==> config.mk <==
export PLATFORM = sky130hd
export DESIGN_NAME = cnt_capture_fifo
export DESIGN_NICKNAME = d
export VERILOG_FILES = /design/src/rtl/cnt_capture_fifo.sv
export SDC_FILE = /design/constraint.sdc
export NUM_CORES = 1
export LEC_CHECK = 0
export ABC_AREA = 1
export CAP_MARGIN = 20
export CORE_MARGIN = 4
export CORE_UTILIZATION = 64
export DETAILED_ROUTE_END_ITERATION = 10
export PLACE_DENSITY = 0.85
export SKIP_CTS_REPAIR_TIMING = 1
export SYNTH_ARGS = -nofsm -noshare
export SYNTH_HDL_FRONTEND = slang
export SYNTH_SLANG_ARGS = --single-unit
==> constraint.sdc <==
create_clock -name clk -period 6.8 [get_ports clk]
set_input_delay 1.02 -clock clk [delete_from_list [all_inputs] [get_ports clk]]
set_output_delay 1.02 -clock clk [all_outputs]
set_load 0.01 [all_outputs]
==> src/rtl/cnt_capture_fifo.sv <==
// cnt_capture_fifo: snapshots {epoch, cnt_in} on each rising edge of cap_trig
// into a small FIFO. Epoch counts wrap_in pulses from the upstream counter.
// Optional macro CAP_SYNC_EN: pass cap_trig through a two-flop synchronizer
// before edge detection (capture lands on the 3rd edge instead of the 1st).
module cnt_capture_fifo #(
    parameter int DEPTH = 8,
    parameter int AW    = 3
) (
    input  logic          clk,
    input  logic          rst_n,
    input  logic [7:0]    cnt_in,
    input  logic          wrap_in,
    input  logic          cap_trig,
    input  logic          clr,
    output logic [15:0]   dout,
    output logic          out_valid,
    input  logic          out_ready,
    output logic [AW:0]   level,
    output logic          ovf
);

    localparam logic [AW:0] FULL_LVL = (AW + 1)'(DEPTH);

    logic          cap_s;
    logic          cap_d;
    logic [1:0]    arm_cnt;
    logic          armed;
    logic          cap_ev;
    logic [7:0]    epoch;
    logic [AW:0]   wptr;
    logic [AW:0]   rptr;
    logic          full;
    logic          push;
    logic          pop;
    logic [15:0]   mem [DEPTH];

`ifdef CAP_SYNC_EN
    // Edge detection stays disarmed until the synchronizer has flushed the
    // trigger level present at reset release, so a held trigger is ignored.
    localparam logic [1:0] ARM = 2'd3;

    logic sync1;
    logic sync2;

    // Two-flop synchronizer for the possibly asynchronous capture request
    always_ff @(posedge clk or negedge rst_n) begin
        if (!rst_n) begin
            sync1 <= 1'b0;
            sync2 <= 1'b0;
        end else begin
            sync1 <= cap_trig;
            sync2 <= sync1;
        end
    end

    assign cap_s = sync2;
`else
    localparam logic [1:0] ARM = 2'd1;

    assign cap_s = cap_trig;
`endif

    // Delayed copy of cap_s for edge detection; clr does not touch it
    always_ff @(posedge clk or negedge rst_n) begin
        if (!rst_n) begin
            cap_d <= 1'b0;
        end else begin
            cap_d <= cap_s;
        end
    end

    // Count edges since reset release until edge detection is armed
    always_ff @(posedge clk or negedge rst_n) begin
        if (!rst_n) begin
            arm_cnt <= '0;
        end else if (arm_cnt != ARM) begin
            arm_cnt <= arm_cnt + 2'd1;
        end
    end

    assign armed  = (arm_cnt == ARM);
    assign cap_ev = armed & cap_s & ~cap_d;

    assign level     = wptr - rptr;
    assign full      = (level == FULL_LVL);
    assign out_valid = (level != '0);
    assign pop       = out_valid & out_ready & ~clr;
    // A full FIFO still accepts a capture when the head leaves on the same edge
    assign push      = cap_ev & (~full | pop) & ~clr;

    // Epoch counter: advances on wrap_in, flushed by clr
    always_ff @(posedge clk or negedge rst_n) begin
        if (!rst_n) begin
            epoch <= '0;
        end else if (clr) begin
            epoch <= '0;
        end else if (wrap_in) begin
            epoch <= epoch + 8'd1;
        end
    end

    // Read/write pointers, one extra bit so full and empty are distinct
    always_ff @(posedge clk or negedge rst_n) begin
        if (!rst_n) begin
            wptr <= '0;
            rptr <= '0;
        end else if (clr) begin
            wptr <= '0;
            rptr <= '0;
        end else begin
            if (push) begin
                wptr <= wptr + 1'b1;
            end
            if (pop) begin
                rptr <= rptr + 1'b1;
            end
        end
    end

    // Sticky drop flag: capture arrived while full and nothing left
    always_ff @(posedge clk or negedge rst_n) begin
        if (!rst_n) begin
            ovf <= 1'b0;
        end else if (clr) begin
            ovf <= 1'b0;
        end else if (cap_ev && full && !pop) begin
            ovf <= 1'b1;
        end
    end

    // Storage write; epoch here is the value before any same-edge wrap_in
    always_ff @(posedge clk) begin
        if (push) begin
            mem[wptr[AW-1:0]] <= {epoch, cnt_in};
        end
    end

    // Head entry is forced to zero whenever the FIFO is empty
    always_comb begin
        dout = '0;
        if (out_valid) begin
            dout = mem[rptr[AW-1:0]];
        end
    end

endmodule

==> reports/qor.txt, run 1 <==
GRT Util Overall: 0.246
routed wl met3: 936 um
clock-pin slew on the worst setup and hold paths: 60 ps
Post-Place Cell Area: 6740 um2
final cell count without fillers: 677
CP Launch Type: flop
DP Wirelength: 7490 um
Worst Clk Skew: 9.28 ps
# Max-Cap Violations: 0
CTS tree: done
fmax: 0.195 GHz
total grt overflow: 0
Post-Syn Nets: 521
CP required: 5780 ps
final hold slack: 473 ps
clock sink total: 148
die height: 107 um
Die X: 107 um
WL met2: 6880 um
Clock Latency Late Sink: 510 ps
Setup crit start: rptr[1]
Post-Route Setup TNS: 0 ps
Post-synth EDFFs: 128
CP Capture Type: primary output
DIE AREA: 11500 um2
vias in the first global route: 4249
Synth warnings: 0
IO Pins: 36
Max-slew headroom: 0.324
distinct cell type count after synthesis: 36
FF-to-FF path depth: 9
via count: 4136
DR iter-0 viols: 373
Cell Area, Synth: 6320 um2
Critical Path AT: 4100 ps
row count: 35
initial antenna violation count: 0
final worst-path cycle share: 0.753
Area Overhead vs Synth: 14.6%
RSZ-0062 raised after global routing: false
n_diodes: 0
antenna-violating nets left: 0
Setup WS post-layout: 1680 ps
fraction of final layout cells sized beyond drive strength 1: 0.100
power density cells: 400 nW/um2
Num CTS Buffers: 17
WL per Instance: 19.7 um
number of port buffers: 35
H-tree levels: 4
routability-driven placement congestion ratio: 0.818
Synth Flop Type: edfxtp_1
Cells after DPL: 645
cell area after layout: 7240 um2
first-pass GRT wire length: 21600 um
endpoints failing setup: 0
ys async rst share: 0.135
initial core utilization: 0.671
Layout Nets: 557
Mean Syn Cell Area: 12.7 um2
uppermost layer routed: met4
Core ar.: 9420 um2
largest buffer count on any clock path: 2
drt total wl: 13400 um
clock period minus worst slack: 5120 ps
static leakage: 2.82 nW
Final Max Slew Viols: 0
Hold Path Stages: 1
synthesized instance count: 499
register area share after synthesis: 0.688
WL met1: 5170 um
HP Class: flop to flop
Residual DRC: 0
CTS root buffer: clkbuf_8
largest net degree at the start of global routing: 70
Pre-antenna DRT Iters: 5
WS Path Type: flop to primary output
FILL cells: 555
Reg-to-Reg Start: rptr[1]
endpoints failing hold: 0
vias per cell: 6.11
synthesized flop and latch total: 148
hold path start: arm_cnt[0]
maximum vdd drop: 0.276 mV
DP Worst Slack: 2240 ps
status: finished clean
Worst Path Max Fanout: 36
Least-Margin Pin Slew: 1010 ps
## cell usage in the layout, fill, tap and decap left out, types with 19 or more instances in the layout
| cell | netlist | routed |
|---|---|---|
| clkdlybuf4s50_1 | 0 | 35 |
| inv_1 | 21 | 21 |
| dfrtp_1 | 20 | 19 |
| nand2_1 | 104 | 104 |
| a21oi_1 | 69 | 69 |
| edfxtp_1 | 128 | 128 |
## power by group
part,internal [mW],switching [mW]
sequential,1.00,0.0135
clock,0.451,0.336
combinational,0.471,0.623
total,1.93,0.973
## sequential cells by signal, indices dropped and copies added (netlist names)
name and cells:
arm_cnt 2, cap_d 1, epoch 8, wptr 4, rptr 4, ovf 1
mem 128
## cells by family after synthesis
kind of cell | Yosys count | synth area share
fa+ha+maj | 8 | 0.0170
simple gates | 156 | 0.110
xor+xnor | 6 | 0.00832
flops | 148 | 0.688
compound gates | 129 | 0.135
buf+inv | 52 | 0.0420
## Yosys cell counts, types with 2 or more instances
| cell | number | share of area |
|---|---|---|
| nand2_1 | 104 | 0.062 |
| edfxtp_1 | 128 | 0.61 |
| clkbuf_1 | 4 | 0.0024 |
| a22o_1 | 16 | 0.022 |
| nand3_1 | 16 | 0.013 |
| dfrtp_1 | 20 | 0.079 |
| a21oi_1 | 69 | 0.055 |
| inv_1 | 21 | 0.012 |
| o21ai_0 | 7 | 0.0055 |
| buf_2 | 15 | 0.012 |
| nand2_2 | 2 | 0.0020 |
| or2_1 | 2 | 0.0020 |
| ha_1 | 7 | 0.014 |
| o211a_1 | 16 | 0.025 |
| nor2_2 | 2 | 0.0020 |
| nand3_2 | 3 | 0.0048 |
| nand4_1 | 6 | 0.0059 |
| a22oi_1 | 16 | 0.019 |
| buf_4 | 3 | 0.0036 |
| nor2_1 | 16 | 0.0095 |
| buf_6 | 5 | 0.0089 |
| buf_1 | 2 | 0.0012 |
| xor2_1 | 5 | 0.0069 |
| o21ai_2 | 2 | 0.0028 |
## critical path, cell delays in order, from the launching register on
cell             delay [ps]
dfrtp_1                 360
buf_4                   260
inv_2                   600
fa_1                    550
or2_1                   270
nor2_4                  180
nand3_2                 510
o211a_1                 350
clkdlybuf4s50_1         490
## per-layer routing
metal / vias to the layer above / GRT usage
li1: 1898 / -
met1: 2016 / 0.315
met2: 189 / 0.408
met3: 33 / 0.0468
met4: 0 / 0.117
met5: - / 0
## final timing paths
path | to | slack (ps)
worst max register to register | mem[5][12] | 2960
worst min-delay path | arm_cnt[0] | 470
min in group asynchronous | ovf | 1030
worst min register to register | arm_cnt[0] | 470
max in group asynchronous | rptr[0] | 5130
worst max-delay path | dout[6] | 1680
## through the flow
| step | power (mW) | utilization |
|---|---|---|
| 6_report | 2.90 | 0.769 |
| 2_1_floorplan | 1.75 | - |
| 3_5_place_dp | 2.11 | 0.715 |
| 5_1_grt | 3.04 | 0.769 |
| 3_3_place_gp | 2.07 | 0.715 |
| 4_1_cts | 2.91 | 0.769 |
## cell type report
cell class	instances	area (um2)	area share
Sequential cell	148	4350	0.600
Multi-Input combinational cell	299	1710	0.236
Clock buffer	21	439	0.0607
Timing Repair Buffer	46	433	0.0598
Tap cell	129	161	0.0223
Inverter	23	88.8	0.0123
Clock inverter	11	65.1	0.00899
Note: power is estimated with default switching activity, not from simulation.
==> run 2: changes to the inputs <==
Settings changed: CORE_UTILIZATION 64 to 59, PLACE_DENSITY 0.85 to 0.79.
Clock period 6.8 ns to 5.33 ns, I/O delays scaled along.
==> run 2 against run 1 <==
Compared with the run above: register-to-register slack got worse by 1000 ps; sequential power rose by 27%; clock skew fell by 2.2 ps; die area rose by 7.8%; sequential cell count did not move; critical endpoint is now dout[9]; clock-buffer cell count fell by 2; setup slack got worse by 860 ps; highest routed layer unchanged; final cell count rose by 1.2%; non-clock buffer count rose by 1.
==> reports/qor.txt, run 2 (same netlist as run 1, synthesis figures left out) <==
Worst Clk Skew: 7.10 ps
status: finished clean
Layout Nets: 558
total grt overflow: 0
IO Pins: 36
Pre-antenna DRT Iters: 5
fraction of final layout cells sized beyond drive strength 1: 0.106
initial core utilization: 0.609
RSZ-0062 raised after global routing: false
# Max-Cap Violations: 0
drt total wl: 13200 um
DIE AREA: 12400 um2
CP required: 4530 ps
first-pass GRT wire length: 20800 um
H-tree levels: 4
clock period minus worst slack: 4510 ps
clock-pin slew on the worst setup and hold paths: 60 ps
fmax: 0.222 GHz
vias per cell: 6.02
vias in the first global route: 4131
Core ar.: 10400 um2
initial antenna violation count: 0
Max-slew headroom: 0.366
WS Path Type: flop to primary output
Area Overhead vs Synth: 16.1%
most frequent cells in the layout: 128 x edfxtp_1, 104 x nand2_1, 69 x a21oi_1
n_diodes: 0
maximum vdd drop: 0.277 mV
final hold slack: 477 ps
final worst-path cycle share: 0.847
Hold Path Stages: 1
Post-Route Setup TNS: 0 ps
Residual DRC: 0
Least-Margin Pin Slew: 947 ps
CP Capture Type: primary output
row count: 37
routability-driven placement congestion ratio: 0.803
clock sink total: 148
number of port buffers: 35
Die X: 111 um
via count: 4125
CP Launch Type: flop
DR iter-0 viols: 245
largest net degree at the start of global routing: 70
Critical Path AT: 3710 ps
endpoints failing setup: 0
DP Wirelength: 7130 um
CTS tree: done
FILL cells: 684
Num CTS Buffers: 17
largest buffer count on any clock path: 2
power density cells: 523 nW/um2
static leakage: 2.89 nW
CTS root buffer: clkbuf_8
endpoints failing hold: 0
FF-to-FF path depth: 10
max FFs per register: 128
Clock Latency Late Sink: 520 ps
Worst Path Max Fanout: 21
WL per Instance: 19.3 um
antenna-violating nets left: 0
GRT Util Overall: 0.218
most common cell after layout, fill and taps aside: edfxtp_1
die height: 111 um
HP Class: flop to flop
Final Max Slew Viols: 0
## run 2: cell count changes in the layout (fill, tap and decap cells not counted)
cell	change
buf_4	+1
bufinv_16	+3
clkbuf_1	-1
clkbuf_8	-1
clkinv_1	-1
clkinv_2	-1
clkinv_4	+3
clkinvlp_4	-3
inv_6	+1
## run 2: per-layer routing
layer | GRT usage | routed length [um] | part of all wire
met2 | 0.351 | 6460 | 0.49
met5 | 0 | 0 | 0
met3 | 0.0582 | 891 | 0.068
met1 | 0.279 | 5470 | 0.41
met4 | 0.103 | 365 | 0.028
## run 2: final timing paths
kind	from	end	slack (ps)
min reg2reg	arm_cnt[0]	arm_cnt[0]	480
max	wptr[0]	dout[9]	820
min	arm_cnt[0]	arm_cnt[0]	480
min in group asynchronous	rst_n	rptr[3]	810
max reg2reg	wptr[0]	mem[6][8]	1960
max in group asynchronous	rst_n	rptr[0]	3880
## run 2: final cells by class
type,count,area [um2],share of cell area
flip-flops and latches,148,4350,0.593
multi-input cells,299,1710,0.233
repair buffers,47,440,0.0601
clock buffers,19,422,0.0575
well taps,136,170,0.0232
clock inverters,13,159,0.0217
inverters,23,88.8,0.0121
## run 2: worst max-delay path, cell delays in order, from the launching register on
cell             delay [ps]
dfrtp_1                 460
inv_1                   160
ha_1                    240
inv_1                    90
fa_1                    420
or2_1                   270
nor2_4                  180
nand3_2                 530
o211a_1                 360
clkdlybuf4s50_1         490
## run 2: report_power, final
part	leakage, nW	internal, mW	switching (mW)	total [mW]
combinational	1.16	0.596	0.789	1.38
sequential	1.45	1.28	0.0164	1.30
clock	0.280	0.712	0.444	1.16
## run 2: per-stage QoR
step           setup slack (ps)  cell area, um2  cells  power, mW   util
3_3_place_gp               1570            6750    653       2.65  0.651
5_1_grt                     688            7330    685       3.99  0.707
4_1_cts                     829            7330    685       3.85  0.707
2_1_floorplan              2370            6320    499       2.23      -
6_report                    817            7330    685       3.84  0.707
3_5_place_dp               1410            6750    653       2.69  0.651
==> run 3: changes to the inputs <==
Clock period 5.33 ns to 4.6 ns, I/O delays scaled along.
==> run 3 against run 2 <==
Compared with the run above: sequential share of layout area is essentially flat; final cell count grew 0.15%; sequential power grew 15%; clock-buffer cell count shrank 2; critical endpoint is now dout[13]; largest cell class unchanged; highest routed layer unchanged.
==> reports/qor.txt, run 3 (same netlist as run 1, synthesis figures left out) <==
CTS tree: done
total power: 4.39 mW
Core ar.: 10400 um2
Hold Path Stages: 1
Clock Latency Late Sink: 520 ps
Area Overhead vs Synth: 16.1%
Post-Route Setup TNS: 0 ps
initial core utilization: 0.609
CP required: 3910 ps
fmax: 0.231 GHz
number of port buffers: 35
max FFs per register: 128
H-tree levels: 4
final hold slack: 478 ps
# Max-Cap Violations: 0
endpoints failing hold: 0
Num CTS Buffers: 17
reg2reg end: rptr[0]
WP buf/inv: 3
clock-pin slew on the worst setup and hold paths: 60 ps
DR iter-0 viols: 488
power density cells: 599 nW/um2
clock period minus worst slack: 4340 ps
WS Path Type: flop to primary output
fraction of final layout cells sized beyond drive strength 1: 0.111
static leakage: 2.88 nW
Least-Margin Pin Slew: 972 ps
initial antenna violation count: 0
drt total wl: 13000 um
CP Capture Type: primary output
CP Cell Sequence: inv_1 > ha_1 > inv_1 > fa_1 > or2_1 > nor2_4 > nand3_2 > o211a_1 > clkdlybuf4s50_1
Setup crit start: wptr[0]
maximum vdd drop: 0.329 mV
largest buffer count on any clock path: 2
endpoints failing setup: 0
largest net degree at the start of global routing: 70
most frequent cells in the layout: 128 x edfxtp_1, 104 x nand2_1, 69 x a21oi_1
Critical Path AT: 3650 ps
Top cell by count, worst path: inv_1
Worst Path Max Fanout: 21
row count: 37
status: finished clean
n_diodes: 0
routability-driven placement congestion ratio: 0.803
WL per Instance: 18.9 um
FF-to-FF path depth: 10
final worst-path cycle share: 0.943
first-pass GRT wire length: 20500 um
final core utilization: 0.707
reg2reg setup slack: 1670 ps
die height: 111 um
CTS root buffer: clkbuf_8
DIE AREA: 12400 um2
GRT Util Overall: 0.215
Final Max Slew Viols: 0
CP Launch Type: flop
Die X: 111 um
DP Wirelength: 6800 um
total grt overflow: 0
Layout Nets: 559
Worst Clk Skew: 5.85 ps
CP endpoint: dout[13]
antenna-violating nets left: 0
largest stage delay on the critical path: 500 ps
most common cell after layout, fill and taps aside: edfxtp_1
vias per cell: 5.87
vias in the first global route: 3948
Pre-antenna DRT Iters: 5
HP Class: flop to flop
RSZ-0062 raised after global routing: false
Max-slew headroom: 0.350
IO Pins: 36
Residual DRC: 0
clock sink total: 148
largest delay contributor family on the critical path: simple AND/OR/NAND/NOR gates
Slowest-stage cell, CP: nand3_2
Reg-to-Reg Start: wptr[0]
CP Depth: 9
via count: 4030
[run 3: final cells by class]
| type | instances | area, um2 |
|---|---|---|
| Clock buffer | 17 | 414 |
| Tap cell | 136 | 170 |
| Multi-Input combinational cell | 299 | 1710 |
| Fill cell | 677 | 3040 |
| Sequential cell | 148 | 4350 |
| Timing Repair Buffer | 48 | 448 |
| Clock inverter | 15 | 158 |
| Inverter | 23 | 88.8 |
[run 3: stage by stage]
stage / worst slack, ps / cell area (um2) / cells
finish: 262 / 7330 / 686
detailed placement: 802 / 6760 / 654
floorplan: 1640 / 6320 / 499
global route: 24.4 / 7330 / 686
CTS: 198 / 7330 / 686
global placement: 946 / 6760 / 654
[run 3: worst min-delay path by stage]
stage / end / slack (ps) / from
global route: arm_cnt[0] / 520 / arm_cnt[0]
CTS: arm_cnt[1] / 490 / arm_cnt[1]
global placement: arm_cnt[0] / 460 / arm_cnt[0]
floorplan: arm_cnt[0] / 390 / rst_n
detailed placement: arm_cnt[1] / 470 / arm_cnt[1]
finish: arm_cnt[0] / 480 / arm_cnt[0]
[run 3: worst reg2reg max path: stages (launching register included)]
cell and delay [ps]:
dfrtp_1 460, inv_1 160, ha_1 220, inv_1 90
fa_1 420, or2_1 270, nor2_4 160, nand3_2 500
nand2_1 340, nand3_1 120, o21ai_2 100
[run 3: metal layers]
layer	up-vias	track usage	part of all wire
met2	153	0.362	0.50
met3	18	0.0565	0.072
met1	1954	0.270	0.41
met5	-	0	0
met4	0	0.0770	0.012
li1	1905	-	-
[run 3: power by group]
| part | switching, mW | internal [mW] | total, mW |
|---|---|---|---|
| Sequential | 0.0182 | 1.48 | 1.50 |
| Clock | 0.535 | 0.773 | 1.31 |
| Combinational | 0.890 | 0.691 | 1.58 |
